$ cat config.mk
export PLATFORM = sky130hd
export DESIGN_NAME = fix2single_arb
export DESIGN_NICKNAME = d
export VERILOG_FILES = /design/src/rtl/fix2single_arb_pkg.sv /design/src/rtl/fix2single_core.sv /design/src/rtl/fix2single_arb.sv
export SDC_FILE = /design/constraint.sdc
export NUM_CORES = 1
export LEC_CHECK = 0
export ABC_AREA = 1
export CAP_MARGIN = 20
export CORE_MARGIN = 3
export CORE_UTILIZATION = 57
export DETAILED_ROUTE_END_ITERATION = 10
export PLACE_DENSITY = 0.87
export SLEW_MARGIN = 10
export SYNTH_ARGS = -nofsm -noshare
export SYNTH_HDL_FRONTEND = slang
export SYNTH_HIERARCHICAL = 1
export SYNTH_SLANG_ARGS = --single-unit
$ cat constraint.sdc
create_clock -name clk -period 5.3 [get_ports clk]
set_input_delay 1.325 -clock clk [delete_from_list [all_inputs] [get_ports clk]]
set_output_delay 1.325 -clock clk [all_outputs]
set_load 0.02 [all_outputs]
$ cat src/rtl/fix2single_arb_pkg.sv
// Shared constants and stage record for the two-requester fixed-point to
// IEEE 754 single converter.
package fix2single_arb_pkg;

  localparam int unsigned FLOAT_BIAS    = 127;
  localparam int unsigned MANT_WIDTH    = 23;
  localparam int unsigned EXP_WIDTH     = 8;
  localparam int unsigned PAYLOAD_WIDTH = 1 + EXP_WIDTH + MANT_WIDTH;

  // Payload holds the zero-extended operand in S1 and the float in S2.
  typedef struct packed {
    logic                     valid;
    logic                     tag;
    logic [PAYLOAD_WIDTH-1:0] payload;
  } stage_t;

endpackage

$ cat src/rtl/fix2single_core.sv
// Combinational conversion halves: leading-zero count (feeds S1) and float
// assembly from a registered operand plus its count (feeds S2).
module fix2single_core
  import fix2single_arb_pkg::*;
#(
  parameter  int unsigned INT_WIDTH   = 12,
  parameter  int unsigned FRACT_WIDTH = 4,
  localparam int unsigned W           = INT_WIDTH + FRACT_WIDTH,
  localparam int unsigned LZ_WIDTH    = $clog2(W)
) (
  input  logic [W-1:0]             lzc_operand,
  output logic [LZ_WIDTH-1:0]      lzc_count,
  input  logic [PAYLOAD_WIDTH-1:0] asm_operand,
  input  logic [LZ_WIDTH-1:0]      asm_lz,
  output logic [PAYLOAD_WIDTH-1:0] asm_result
);

  logic                 found;
  logic [W-1:0]         norm;
  logic [EXP_WIDTH-1:0] exp_field;
  logic [MANT_WIDTH-1:0] mant;

  // Priority scan from the MSB; a zero operand leaves the count at 0.
  always_comb begin
    lzc_count = '0;
    found     = 1'b0;
    for (int i = int'(W) - 1; i >= 0; i--) begin
      if (!found && lzc_operand[i]) begin
        lzc_count = LZ_WIDTH'(int'(W) - 1 - i);
        found     = 1'b1;
      end
    end
  end

  // Leading one lands on the hidden bit and is dropped; mantissa is truncated.
  always_comb begin
    norm       = W'(asm_operand << asm_lz);
    mant       = MANT_WIDTH'(32'(norm) << (MANT_WIDTH + 1 - W));
    exp_field  = EXP_WIDTH'(int'(FLOAT_BIAS + INT_WIDTH) - 1 - int'(asm_lz));
    asm_result = (asm_operand == '0) ? '0 : {1'b0, exp_field, mant};
  end

endmodule

$ cat src/rtl/fix2single_arb.sv
// Round-robin arbiter in front of a two-stage fixed-point to single-precision
// converter with valid/ready flow control on both sides.
module fix2single_arb
  import fix2single_arb_pkg::*;
#(
  parameter  int unsigned INT_WIDTH   = 12,
  parameter  int unsigned FRACT_WIDTH = 4,
  localparam int unsigned W           = INT_WIDTH + FRACT_WIDTH,
  localparam int unsigned LZ_WIDTH    = $clog2(W)
) (
  input  logic         clk,
  input  logic         rst_n,
  input  logic         req0_valid,
  input  logic [W-1:0] req0_data,
  output logic         req0_ready,
  input  logic         req1_valid,
  input  logic [W-1:0] req1_data,
  output logic         req1_ready,
  output logic         out_valid,
  output logic [31:0]  out_data,
  output logic         out_tag,
  input  logic         out_ready
);

  stage_t                   s1_q;
  stage_t                   s2_q;
  logic [LZ_WIDTH-1:0]      s1_lz_q;
  logic                     last_q;

  logic                     s2_load;
  logic                     s1_open;
  logic                     grant0;
  logic                     grant1;
  logic                     xfer0;
  logic                     xfer1;
  logic                     xfer_any;
  logic [W-1:0]             operand_c;
  logic [LZ_WIDTH-1:0]      lz_c;
  logic [PAYLOAD_WIDTH-1:0] result_c;

  fix2single_core #(
    .INT_WIDTH   (INT_WIDTH),
    .FRACT_WIDTH (FRACT_WIDTH)
  ) u_core (
    .lzc_operand (operand_c),
    .lzc_count   (lz_c),
    .asm_operand (s1_q.payload),
    .asm_lz      (s1_lz_q),
    .asm_result  (result_c)
  );

  // Flow control and arbitration; ready is masked while reset is held.
  always_comb begin
    s2_load    = !s2_q.valid || out_ready;
    s1_open    = !s1_q.valid || s2_load;
    grant0     = req0_valid && (!req1_valid || last_q);
    grant1     = req1_valid && (!req0_valid || !last_q);
    req0_ready = rst_n && s1_open && grant0;
    req1_ready = rst_n && s1_open && grant1;
    xfer0      = req0_valid && req0_ready;
    xfer1      = req1_valid && req1_ready;
    xfer_any   = xfer0 || xfer1;
    operand_c  = xfer1 ? req1_data : req0_data;
  end

  always_ff @(posedge clk or negedge rst_n) begin
    if (!rst_n) begin
      s1_q    <= '0;
      s2_q    <= '0;
      s1_lz_q <= '0;
      last_q  <= 1'b1;
    end else begin
      if (s2_load) begin
        s2_q <= '{valid: s1_q.valid, tag: s1_q.tag, payload: result_c};
      end
      if (s1_open) begin
        s1_q    <= '{valid: xfer_any, tag: xfer1, payload: PAYLOAD_WIDTH'(operand_c)};
        s1_lz_q <= lz_c;
      end
      if (xfer_any) begin
        last_q <= xfer1;
      end
    end
  end

  assign out_valid = s2_q.valid;
  assign out_data  = s2_q.payload;
  assign out_tag   = s2_q.tag;

endmodule

# After elaboration in Yosys (flattened, before gate mapping)
# Cells that the tools add are included.
[word_totals]
mem_bits_rw = 0
out_inout_bits = 36
latch_bits = 0
wordCells = 90
mem_count = 0
in_bits = 37
romBits = 0
ff_bits = 57
[op_classes]
n_div = 0
shifts = 1
n_reduce_logical = 48
n_mul = 0
mux = 32
bitwise_logic = 0
eq_ne = 0
n_lt_le_gt_ge = 0
addsub = 1
[op_table]
columns = ["operator", "n"]
rows = [
  ["$mux 4", 14],
  ["$logic_not 32->1", 1],
  ["$mux 31", 1],
  ["$logic_and 1x1->1", 22],
  ["$logic_not 1->1", 20],
  ["$mux 1", 16],
  ["$mux 16", 1],
  ["$shl 16x4->15", 1],
  ["$sub 8x4->8 const A", 1],
  ["$logic_or 1x1->1", 5],
]

# Logic depth before layout (Yosys ltp)
# Gate-level depths: netlist of the first run.
[logic_depth]
word_depth = 53
mapped_depth = 17
ltp_nobuf = 16

# Modules after synthesis
# Netlist of the first run, hierarchy kept.
[by_module_without_submodules]
columns = ["mod", "area_each_um2", "cells_each", "seq_area_each_um2", "n_inst"]
rows = [
  ["fix2single_arb", 2625.0, 264, 1427.6, 1],
  ["fix2single_core", 1109.8, 219, 0.0, 1],
]

# Worst setup path before layout of the first run
# No wires, ideal clock.
[synth_path]
path_type = "in2out"
from = "input port out_ready"
to = "output port req0_ready"
path_stages = 5
required_ps = 3975
n_path_buf = 1
slack_ps = 2012
t_arrival_ps = 1963
path_cell_list = "inv_1 > nand3_2 > buf_4 > nand2_1 > nor2_1"
[synth_between]
elab_chain_cells = 4
[synth_lines]
columns = ["item", "line", "rtl"]
rows = [
  ["start, declared", "fix2single_arb.sv:22", "input logic out_ready"],
  ["$logic_or 1x1->1", "fix2single_arb.sv:54", "s2_load = !s2_q.valid || out_ready;"],
  ["$logic_or 1x1->1", "fix2single_arb.sv:55", "s1_open = !s1_q.valid || s2_load;"],
  ["$logic_and 1x1->1 (2 in a row)", "fix2single_arb.sv:58", "req0_ready = rst_n && s1_open && grant0;"],
  ["end, declared", "fix2single_arb.sv:15", "output logic req0_ready,"],
]
# No other way between the ends.

# Worst setup path in the final report of the first run
[layout_path]
from = "input port req1_valid"
to = "output port req1_ready"
[layout_between]
elab_chain_cells = 2
[layout_lines]
columns = ["item", "line", "rtl"]
rows = [
  ["start, declared", "fix2single_arb.sv:16", "input logic req1_valid,"],
  ["$logic_and 1x1->1", "fix2single_arb.sv:57", "grant1 = req1_valid && (!req0_valid || !last_q);"],
  ["$logic_and 1x1->1", "fix2single_arb.sv:59", "req1_ready = rst_n && s1_open && grant1;"],
  ["end, declared", "fix2single_arb.sv:18", "output logic req1_ready,"],
]
# No other way between the ends.

==> metrics.txt, run 1 <==
port bufs=roughly 70; DR vias=about 3200; row cnt=28; RD Place Congestion=around 0.85; Worst-Margin Slew=0.751 ns; asr flop ratio synth=1.00; initial antenna violation count=0; Clock Pin Slew Worst Setup and Hold Paths=around 0.06 ns; Critical Path Stages=6; H-tree Lvls=3; drt drc=0; max incr delay on CP=~0.59 ns; CP arrival=roughly 3 ns; reg-to-reg endpoint=s1_lz_q[0]; Pleak=~2.3 nW; Post-CTS Resized=0; Antenna Nets Post-Route=0; max-cap violations=0; placed cell area=around 0.0044 mm2; skew final=0.00638 ns; global-route usage over all layers=0.218; pin count of the biggest net entering global routing=60; Syn. warnings=6; 1st-iter DRT viols=about 160; I/O pins=between 70 and 80; Mapped Area=about 0.0037 mm2; DP HPWL=between 5000 and 6000 um; Synth area leaders=dfrtp_1 38%, nand2_1 11%, mux2_1 8.7%; Max Slew Vio Count=0; Final Setup Violations=0; Min-Delay Path Depth=1; Critical Path Start Type=input pin; full die area=0.00756 mm2; worst rel slew slack=0.498; hold crit path type=reg2reg; Yosys cell types=40; Slowest cell on crit path=clkdlybuf4s50_1; Clk Latency, worst-skew pair=0.33 ns; Reg area=0.00143 mm2; Worst R2R Setup Slack=roughly 2.8 ns; core area=roughly 0.0061 mm2; Setup crit end kind=output port; crit path time final=4.32 ns; path depth of the worst reg2reg path=16; post-synthesis average cell area=between 7 and 8 um2; register area share after synthesis=0.382; area grow syn2layout=22.9%; Fin Setup TNS=0 ns; Syn Inst Count=between 400 and 500; Routed WL per cell=~12 um; first-pass GRT wire length=approximately 13000 um; post-synthesis register bit count=57; drt pass-1 iters=4; fmax=~230 MHz; multi-input logic area=between 0.0015 and 0.002 mm2; Worst VDD drop=between 0.2 and 0.3 mV; share of layout cells above drive strength 1=0.0693; fin crit share=0.815; fill count=between 400 and 500; DP Worst Slack=0.969 ns; worst path bufs/invs=4; WP data required=between 3 and 4 ns; cts hold-fix bufs=0; RSZ-0062 raised after global routing=no; final worst setup slack=0.983 ns; final wirelength=approximately 7600 um; total power per unit cell area=356 mW/mm2; RR Startpoint=last_q; chip height=just under 90 um; vias in the first global route=3010; dominant synthesized flop cell=dfrtp_1; Critical path destination=req1_ready; clock tree from TritonCTS=done; status=completed; CP Cell Sequence=clkdlybuf4s50_1, inv_1, a21oi_4, nand3_2, inv_1, clkdlybuf4s50_1; Initial Utilization=0.609; grt total ovfl=0; Post-CTS Setup Inserts=0; vias per cell=slightly above 5; Ant. Diodes=0; area leader, netlist=dfrtp_1; Fin. Hold Viols=0; CP Max Fanout=17; Post-synth EDFFs=0; clock tree buffer depth=2; CTS Buf Count=9; clk root buf=clkbuf_8; Synth top area share=0.375; clk sink count=57; crit-path leading delay family=buffers and inverters; finished layout cell area=approximately 0.0046 mm2; Die X=86.9 um; Nets=597; critical path class=in2out; CP Launch Point=req1_valid
-- flip-flops by register name, summed over array words and instances, names as in the netlist --
name / count
out_data: 32
s1_lz_q: 4
out_valid: 1
last_q: 1
out_tag: 1
s1_q: 18
-- area by class of cell --
class	instances	area share
inverter	75	0.0613
timing repair buffer	75	0.161
clock buffer	12	0.0294
sequential	57	0.311
tap	75	0.0204
clock inverter	4	0.00436
multi-input combinational	340	0.413
-- worst min path at each step --
stage | slack, ns | startpoint | to
finish | 0.48 | out_data[15] | out_data[15]
detailed placement | 0.47 | s1_q[33] | out_valid
floorplan | 0.44 | s1_lz_q[2] | s1_lz_q[2]
global route | 0.50 | out_data[30] | out_data[30]
global placement | 0.46 | s1_q[33] | out_valid
CTS | 0.49 | s1_q[33] | out_valid
-- placed cells by master, fill, tap and decap left out, types with 6 or more instances in the layout --
cell type / count
inv_1: 72
conb_1: 25
clkbuf_8: 9
nor4_1: 6
dfrtp_1: 56
and2_1: 16
nand2_1: 111
nand3_1: 26
nor2_1: 28
o21ai_1: 29
mux2_1: 29
nand4_1: 21
clkdlybuf4s50_1: 71
o211ai_1: 6
-- per-stage QoR --
stage	util	total power, mW	hold slack [ns]	instances
CTS	0.749	1.65	0.485	638
global route	0.749	1.75	0.496	638
floorplan	-	1.06	0.437	506
global placement	0.723	1.29	0.463	622
detailed placement	0.723	1.32	0.467	622
finish	0.749	1.63	0.482	638
-- synth_stat cells, drive strengths merged, types with 2 or more instances --
library cell	n
conb	2
and2	16
or2	2
nor2	35
o21ai	33
nor4	6
mux2i	4
nand2	112
nand4	23
nand3	29
o211ai	6
mux2	33
clkbuf	4
ha	2
inv	75
dfrtp	56
a21oi	6
buf	30
-- worst reg2reg max path: stages, from the launching register on --
cell and delay [ns]:
dfstp_2 0.56, a21oi_4 0.13, nand3_2 0.10, buf_4 0.22, nand2_1 0.10, and2_1 0.16, nor2_2 0.16, nand2_1 0.10
nor2_2 0.11, nand4_1 0.11, nor2_1 0.16, nand4_1 0.12, nor2_1 0.11, nand4_1 0.10, nand2_1 0.07, nand2_1 0.05
nand2_1 0.08
-- cells by family after synthesis --
logic type / after synthesis / share of synthesized area
compound gates: 51 / 0.0791
buf+inv: 109 / 0.134
mux: 37 / 0.110
fa+ha+maj: 2 / 0.00670
simple gates: 225 / 0.286
other cells: 2 / 0.00201
flops: 57 / 0.382
-- power by group --
| part | total, mW | leakage (nW) | switching, mW | internal [mW] |
|---|---|---|---|---|
| Sequential | 0.629 | 0.680 | 0.0821 | 0.547 |
| Combinational | 0.686 | 1.58 | 0.373 | 0.312 |
| Clock | 0.319 | 0.0839 | 0.153 | 0.166 |
-- routing by layer --
layer / track usage / part of all wire
met1: 0.270 / 0.44
met2: 0.376 / 0.49
met3: 0.0303 / 0.051
met4: 0.0949 / 0.021
met5: 0 / 0
(Power assumes the default switching activity.)
==> run 2: changes to the inputs <==
--- a/config.mk
+++ b/config.mk
@@ -8,9 +8,9 @@
 export ABC_AREA = 1
 export CAP_MARGIN = 20
 export CORE_MARGIN = 3
-export CORE_UTILIZATION = 57
+export CORE_UTILIZATION = 48
 export DETAILED_ROUTE_END_ITERATION = 10
-export PLACE_DENSITY = 0.87
+export PLACE_DENSITY = 0.78
 export SLEW_MARGIN = 10
 export SYNTH_ARGS = -nofsm -noshare
 export SYNTH_HDL_FRONTEND = slang
==> constraint.sdc (replaced) <==
create_clock -name clk -period 3.8 [get_ports clk]
set_input_delay 0.95 -clock clk [delete_from_list [all_inputs] [get_ports clk]]
set_output_delay 0.95 -clock clk [all_outputs]
set_load 0.02 [all_outputs]
==> metrics.txt, run 2 (same netlist as run 1, synthesis figures left out) <==
status=completed (unchanged); Fin. Hold Viols=0 (unchanged); Clk Latency, worst-skew pair=0.34 ns (was 0.33 ns); fill count=648 (was 450); RR Startpoint=out_valid (was last_q); final wirelength=7630 um (was 7560 um); Fin Setup TNS=0 ns (unchanged); full die area=0.00888 mm2 (was 0.00756 mm2); Routed WL per cell=11.5 um (was 11.9 um); path depth of the worst reg2reg path=15 (was 16); core area=0.00741 mm2 (was 0.00613 mm2); total power per unit cell area=502 mW/mm2 (was 356 mW/mm2); crit-path leading delay family=buffers and inverters (unchanged); Initial Utilization=0.504 (was 0.609); Post-CTS Setup Inserts=0 (unchanged); Worst-Margin Slew=0.781 ns (was 0.751 ns); vias in the first global route=3095 (was 3010); share of layout cells above drive strength 1=0.0761 (was 0.0693); clk root buf=clkbuf_8 (unchanged); WP data required=2.85 ns (was 3.97 ns); Worst VDD drop=0.156 mV (was 0.299 mV); max reg flops=32 (unchanged); Pleak=2.37 nW (was 2.34 nW); vias per cell=4.83 (was 5.03); DP HPWL=6130 um (was 5920 um); critical path class=in2out (unchanged); Ant. Diodes=0 (unchanged); max incr delay on CP=0.62 ns (was 0.59 ns); multi-input logic area=0.00189 mm2 (unchanged); WHS=0.483 ns (was 0.482 ns); CTS Buf Count=9 (unchanged); Layout Utilization=0.630 (was 0.749); CP Max Fanout=3 (was 17); fmax=roughly 300 MHz; clock tree buffer depth=2 (unchanged); CP arrival=2.38 ns (was 2.99 ns); clk sink count=57 (unchanged); RD Place Congestion=0.882 (was 0.850); sink of the worst hold path=out_data[26] (was out_data[15]); pin count of the biggest net entering global routing=39 (was 60); I/O pins=73 (unchanged); Critical Path Start Type=input pin (unchanged); Slowest cell on crit path=clkdlybuf4s50_1 (unchanged); Worst R2R Setup Slack=1.30 ns (was 2.77 ns); Max Slew Vio Count=0 (unchanged); Post-CTS Resized=0 (unchanged); commonest cells after routing, fill and taps aside=111 x nand2_1, 72 x inv_1, 71 x clkdlybuf4s50_1, 56 x dfrtp_1 (unchanged); Clock Pin Slew Worst Setup and Hold Paths=0.05 ns (was 0.06 ns); H-tree Lvls=3 (unchanged); Setup crit end kind=output port (unchanged); crit path time final=about 3.3 ns; skew final=0.00754 ns (was 0.00638 ns); Min-Delay Path Depth=1 (unchanged); most common library cell in the layout ignoring fill and taps=nand2_1 (unchanged); worst path bufs/invs=3 (was 4); Reg area=0.00143 mm2 (unchanged); Antenna Nets Post-Route=0 (unchanged); chip height=94.2 um (was 86.9 um); drt drc=0 (unchanged); hold path start=out_data[26] (was out_data[15]); Final Setup Violations=0 (unchanged); row cnt=31 (was 28); grt total ovfl=0 (unchanged); clock tree from TritonCTS=done (unchanged); CP Cell Sequence=clkdlybuf4s50_1, inv_1, nand3_2, nand2_1, nor2_1, clkdlybuf4s50_1 (was clkdlybuf4s50_1, inv_1, a21oi_4, nand3_2, inv_1, clkdlybuf4s50_1); hold crit path type=reg2reg (unchanged); Tot Pwr=2.34 mW (was 1.63 mW); DR vias=3208 (was 3211); drt pass-1 iters=4 (unchanged); most used cell, CP=clkdlybuf4s50_1; cts hold-fix bufs=0 (unchanged); initial antenna violation count=0 (unchanged); area grow syn2layout=24.9% (was 22.9%); Nets=599 (was 597); RSZ-0062 raised after global routing=no (unchanged); Die X=94.2 um (was 86.9 um); DP Worst Slack=0.260 ns (was 0.969 ns); port bufs=72 (unchanged); fin crit share=0.875; max-cap violations=0 (unchanged); final worst setup slack=0.474 ns (was 0.983 ns); 1st-iter DRT viols=89 (was 159); worst rel slew slack=0.480 (was 0.498); first-pass GRT wire length=13400 um (was 13200 um); global-route usage over all layers=0.190 (was 0.218); reg-to-reg endpoint=s1_lz_q[3] (was s1_lz_q[0])
-- run 2: changes by cell type in the layout (fill, tap and decap cells not counted) --
| cell | before | now |
|---|---|---|
| clkbuf_8 | 9 | 12 |
| buf_4 | 3 | 5 |
| clkbuf_1 | 3 | 1 |
| clkinv_2 | 4 | 3 |
-- run 2: metrics by stage --
step | instances | instance area (um2)
detailed placement | 648 | 4480
global placement | 648 | 4480
global route | 664 | 4660
finish | 664 | 4660
CTS | 664 | 4660
floorplan | 506 | 3820
-- run 2: how the worst max path moves through the flow --
stage / from / end / slack (ns) / depth (start not counted)
final: out_ready / req0_ready / 0.47 / 6
after global routing: out_ready / s1_lz_q[3] / 0.34 / 17
after CTS: out_ready / req0_ready / 0.46 / 6
after detailed placement: out_ready / s1_lz_q[3] / 0.26 / 17
after global placement: out_ready / s1_lz_q[2] / 0.41 / 17
after floorplan: req1_valid / s1_lz_q[2] / 1.08 / 16
-- run 2: per-layer routing --
metal / wire, um / track usage / up-vias / part of all wire
li1: - / - / 1683 / -
met1: 3530 / 0.236 / 1420 / 0.46
met3: 422 / 0.0337 / 16 / 0.055
met2: 3510 / 0.314 / 89 / 0.46
met4: 174 / 0.0975 / 0 / 0.023
met5: 0 / 0 / - / 0
-- run 2: power breakdown --
group,total [mW],internal (mW),switching [mW],leakage [nW]
combinational,0.953,0.438,0.516,1.59
clock,0.507,0.286,0.221,0.0992
sequential,0.878,0.763,0.116,0.680
total,2.34,1.49,0.853,2.37
-- run 2: layout make-up --
class,instances,area share
multi-input cells,340,0.406
clock buffers,13,0.0362
clock inverters,3,0.00322
inverters,75,0.0604
flip-flops and latches,57,0.306
repair buffers,77,0.161
well taps,99,0.0266
-- run 2: worst register-to-register path, cell delays in order, from the launching register on --
cell     delay [ns]
dfrtp_1        0.41
nand3_2        0.11
buf_4          0.33
nand4_1        0.17
and2_1         0.21
nor2_2         0.17
nand2_1        0.12
nor2_2         0.11
nand4_1        0.11
nor2_1         0.14
nand4_1        0.09
nor2_1         0.12
nand4_1        0.12
nand3_1        0.09
nand2_1        0.05
nand2_1        0.07
==> run 3: changes to the inputs <==
--- a/config.mk
+++ b/config.mk
@@ -8,9 +8,10 @@
 export ABC_AREA = 1
 export CAP_MARGIN = 20
 export CORE_MARGIN = 3
-export CORE_UTILIZATION = 48
+export CORE_UTILIZATION = 49
+export CTS_BUF_LIST = sky130_fd_sc_hd__clkbuf_4 sky130_fd_sc_hd__clkbuf_8
 export DETAILED_ROUTE_END_ITERATION = 10
-export PLACE_DENSITY = 0.78
+export PLACE_DENSITY = 0.79
 export SLEW_MARGIN = 10
 export SYNTH_ARGS = -nofsm -noshare
 export SYNTH_HDL_FRONTEND = slang
==> metrics.txt, run 3 (same netlist as run 1, synthesis figures left out) <==
status=completed (unchanged); fill count=635 (was 648); 1st-iter DRT viols=118 (was 89); Reg area=0.00143 mm2 (unchanged); full die area=0.00871 mm2 (was 0.00888 mm2); clk sink count=57 (unchanged); fin crit share=0.870 (was 0.875); GR Util met2=0.312 (was 0.314); Nets=600 (was 599); DR vias=3237 (was 3208); Antenna Nets Post-Route=0 (unchanged); cts hold-fix bufs=0 (unchanged); Pleak=2.39 nW (was 2.37 nW); critical path class=in2out (unchanged); Initial Utilization=0.509 (was 0.504); crit path time final=3.31 ns (was 3.33 ns); Setup crit end kind=output port (unchanged); first-pass GRT wire length=13500 um (was 13400 um); Clock Pin Slew Worst Setup and Hold Paths=0.06 ns (was 0.05 ns); Die X=93.3 um (was 94.2 um); WP data required=2.85 ns (about the same); Post-CTS Setup Inserts=0 (unchanged); final wirelength=7870 um (was 7630 um); vias per cell=4.87 (was 4.83); Final Setup Violations=0 (unchanged); share of layout cells above drive strength 1=0.0795 (was 0.0761); post-layout instance count excluding filler cells=665 (was 664); commonest cells after routing, fill and taps aside=111 x nand2_1, 72 x inv_1, 71 x clkdlybuf4s50_1, 56 x dfrtp_1 (unchanged); max reg flops=32 (unchanged); fmax=302 MHz (was 301 MHz); Post-CTS Resized=0 (unchanged); pin count of the biggest net entering global routing=39 (unchanged); port bufs=72 (unchanged); row cnt=31 (unchanged); Inst Count DP=649 (was 648); DP Worst Slack=0.282 ns (was 0.260 ns); clock tree from TritonCTS=done (unchanged); max-cap violations=0 (unchanged); hold crit path type=reg2reg (unchanged); Fin. Hold Viols=0 (unchanged); core area=0.00733 mm2 (was 0.00741 mm2); DP HPWL=6080 um (was 6130 um); CP arrival=2.36 ns (was 2.38 ns); Global Route met1 Usage=0.256 (was 0.236); clock tree buffer depth=2 (unchanged); multi-input logic area=0.00189 mm2 (unchanged); WHS=0.483 ns (about the same); CP Max Fanout=3 (unchanged); skew final=0.00643 ns (was 0.00754 ns); drt drc=0 (unchanged); Worst-Margin Slew=0.790 ns (was 0.781 ns); worst rel slew slack=0.472 (was 0.480); chip height=93.3 um (was 94.2 um); Ant. Diodes=0 (unchanged); Critical Path Start Type=input pin (unchanged); most common library cell in the layout ignoring fill and taps=nand2_1 (unchanged); Routed WL per cell=11.8 um (was 11.5 um); Fin Setup TNS=0 ns (unchanged); area grow syn2layout=25.9% (was 24.9%); RD Place Congestion=0.912 (was 0.882); Clk Latency, worst-skew pair=0.34 ns (about the same); Worst VDD drop=0.181 mV (was 0.156 mV); drt pass-1 iters=4 (unchanged); Layout Utilization=0.642 (was 0.630); Most Crowded Layer GR=met2 (unchanged); final worst setup slack=0.493 ns (was 0.474 ns); Max Slew Vio Count=0 (unchanged); clk root buf=clkbuf_8 (unchanged); I/O pins=73 (unchanged); RSZ-0062 raised after global routing=no (unchanged); CTS Buf Count=9 (unchanged); global-route usage over all layers=0.193 (was 0.190); initial antenna violation count=0 (unchanged); total power per unit cell area=516 mW/mm2 (was 502 mW/mm2); H-tree Lvls=3 (unchanged); vias in the first global route=2968 (was 3095); grt total ovfl=0 (unchanged); grt met3 use=0.0346 (was 0.0337)
## run 3: cell type report
| cell class | instances | area share |
|---|---|---|
| inverters | 75 | 0.0599 |
| well taps | 99 | 0.0263 |
| repair buffers | 78 | 0.162 |
| flip-flops and latches | 57 | 0.304 |
| multi-input cells | 340 | 0.403 |
| clock inverters | 2 | 0.00745 |
| clock buffers | 14 | 0.0383 |
## run 3: final timing paths
kind | from | end | slack, ns | depth (start not counted)
worst min register to register | out_data[18] | out_data[18] | 0.48 | 1
worst min-delay path | out_data[18] | out_data[18] | 0.48 | 1
min in group asynchronous | rst_n | out_data[4] | 0.81 | 2
max in group asynchronous | rst_n | s1_q[4] | 2.22 | 3
worst max-delay path | out_ready | req0_ready | 0.49 | 6
worst max register to register | out_valid | s1_lz_q[2] | 1.27 | 15
## run 3: metal layers
layer	up-vias	wire (um)
li1	1680	-
met1	1449	3710
met2	95	3640
met3	13	426
met4	0	89
met5	-	0
## run 3: power breakdown
| group | switching (mW) | internal [mW] |
|---|---|---|
| Clock | 0.225 | 0.370 |
| Sequential | 0.115 | 0.763 |
| Combinational | 0.516 | 0.438 |
## run 3: worst max-delay path: stages
cell and delay (ns):
clkdlybuf4s50_1 0.45, inv_1 0.06, nand3_2 0.08, nand2_1 0.05, nor2_1 0.13, clkdlybuf4s50_1 0.62
## run 3: stage by stage
step	total power, mW	instance area, um2
floorplan	1.48	3820
global placement	1.82	4490
detailed placement	1.84	4490
CTS	2.45	4700
global route	2.60	4700
finish	2.43	4700
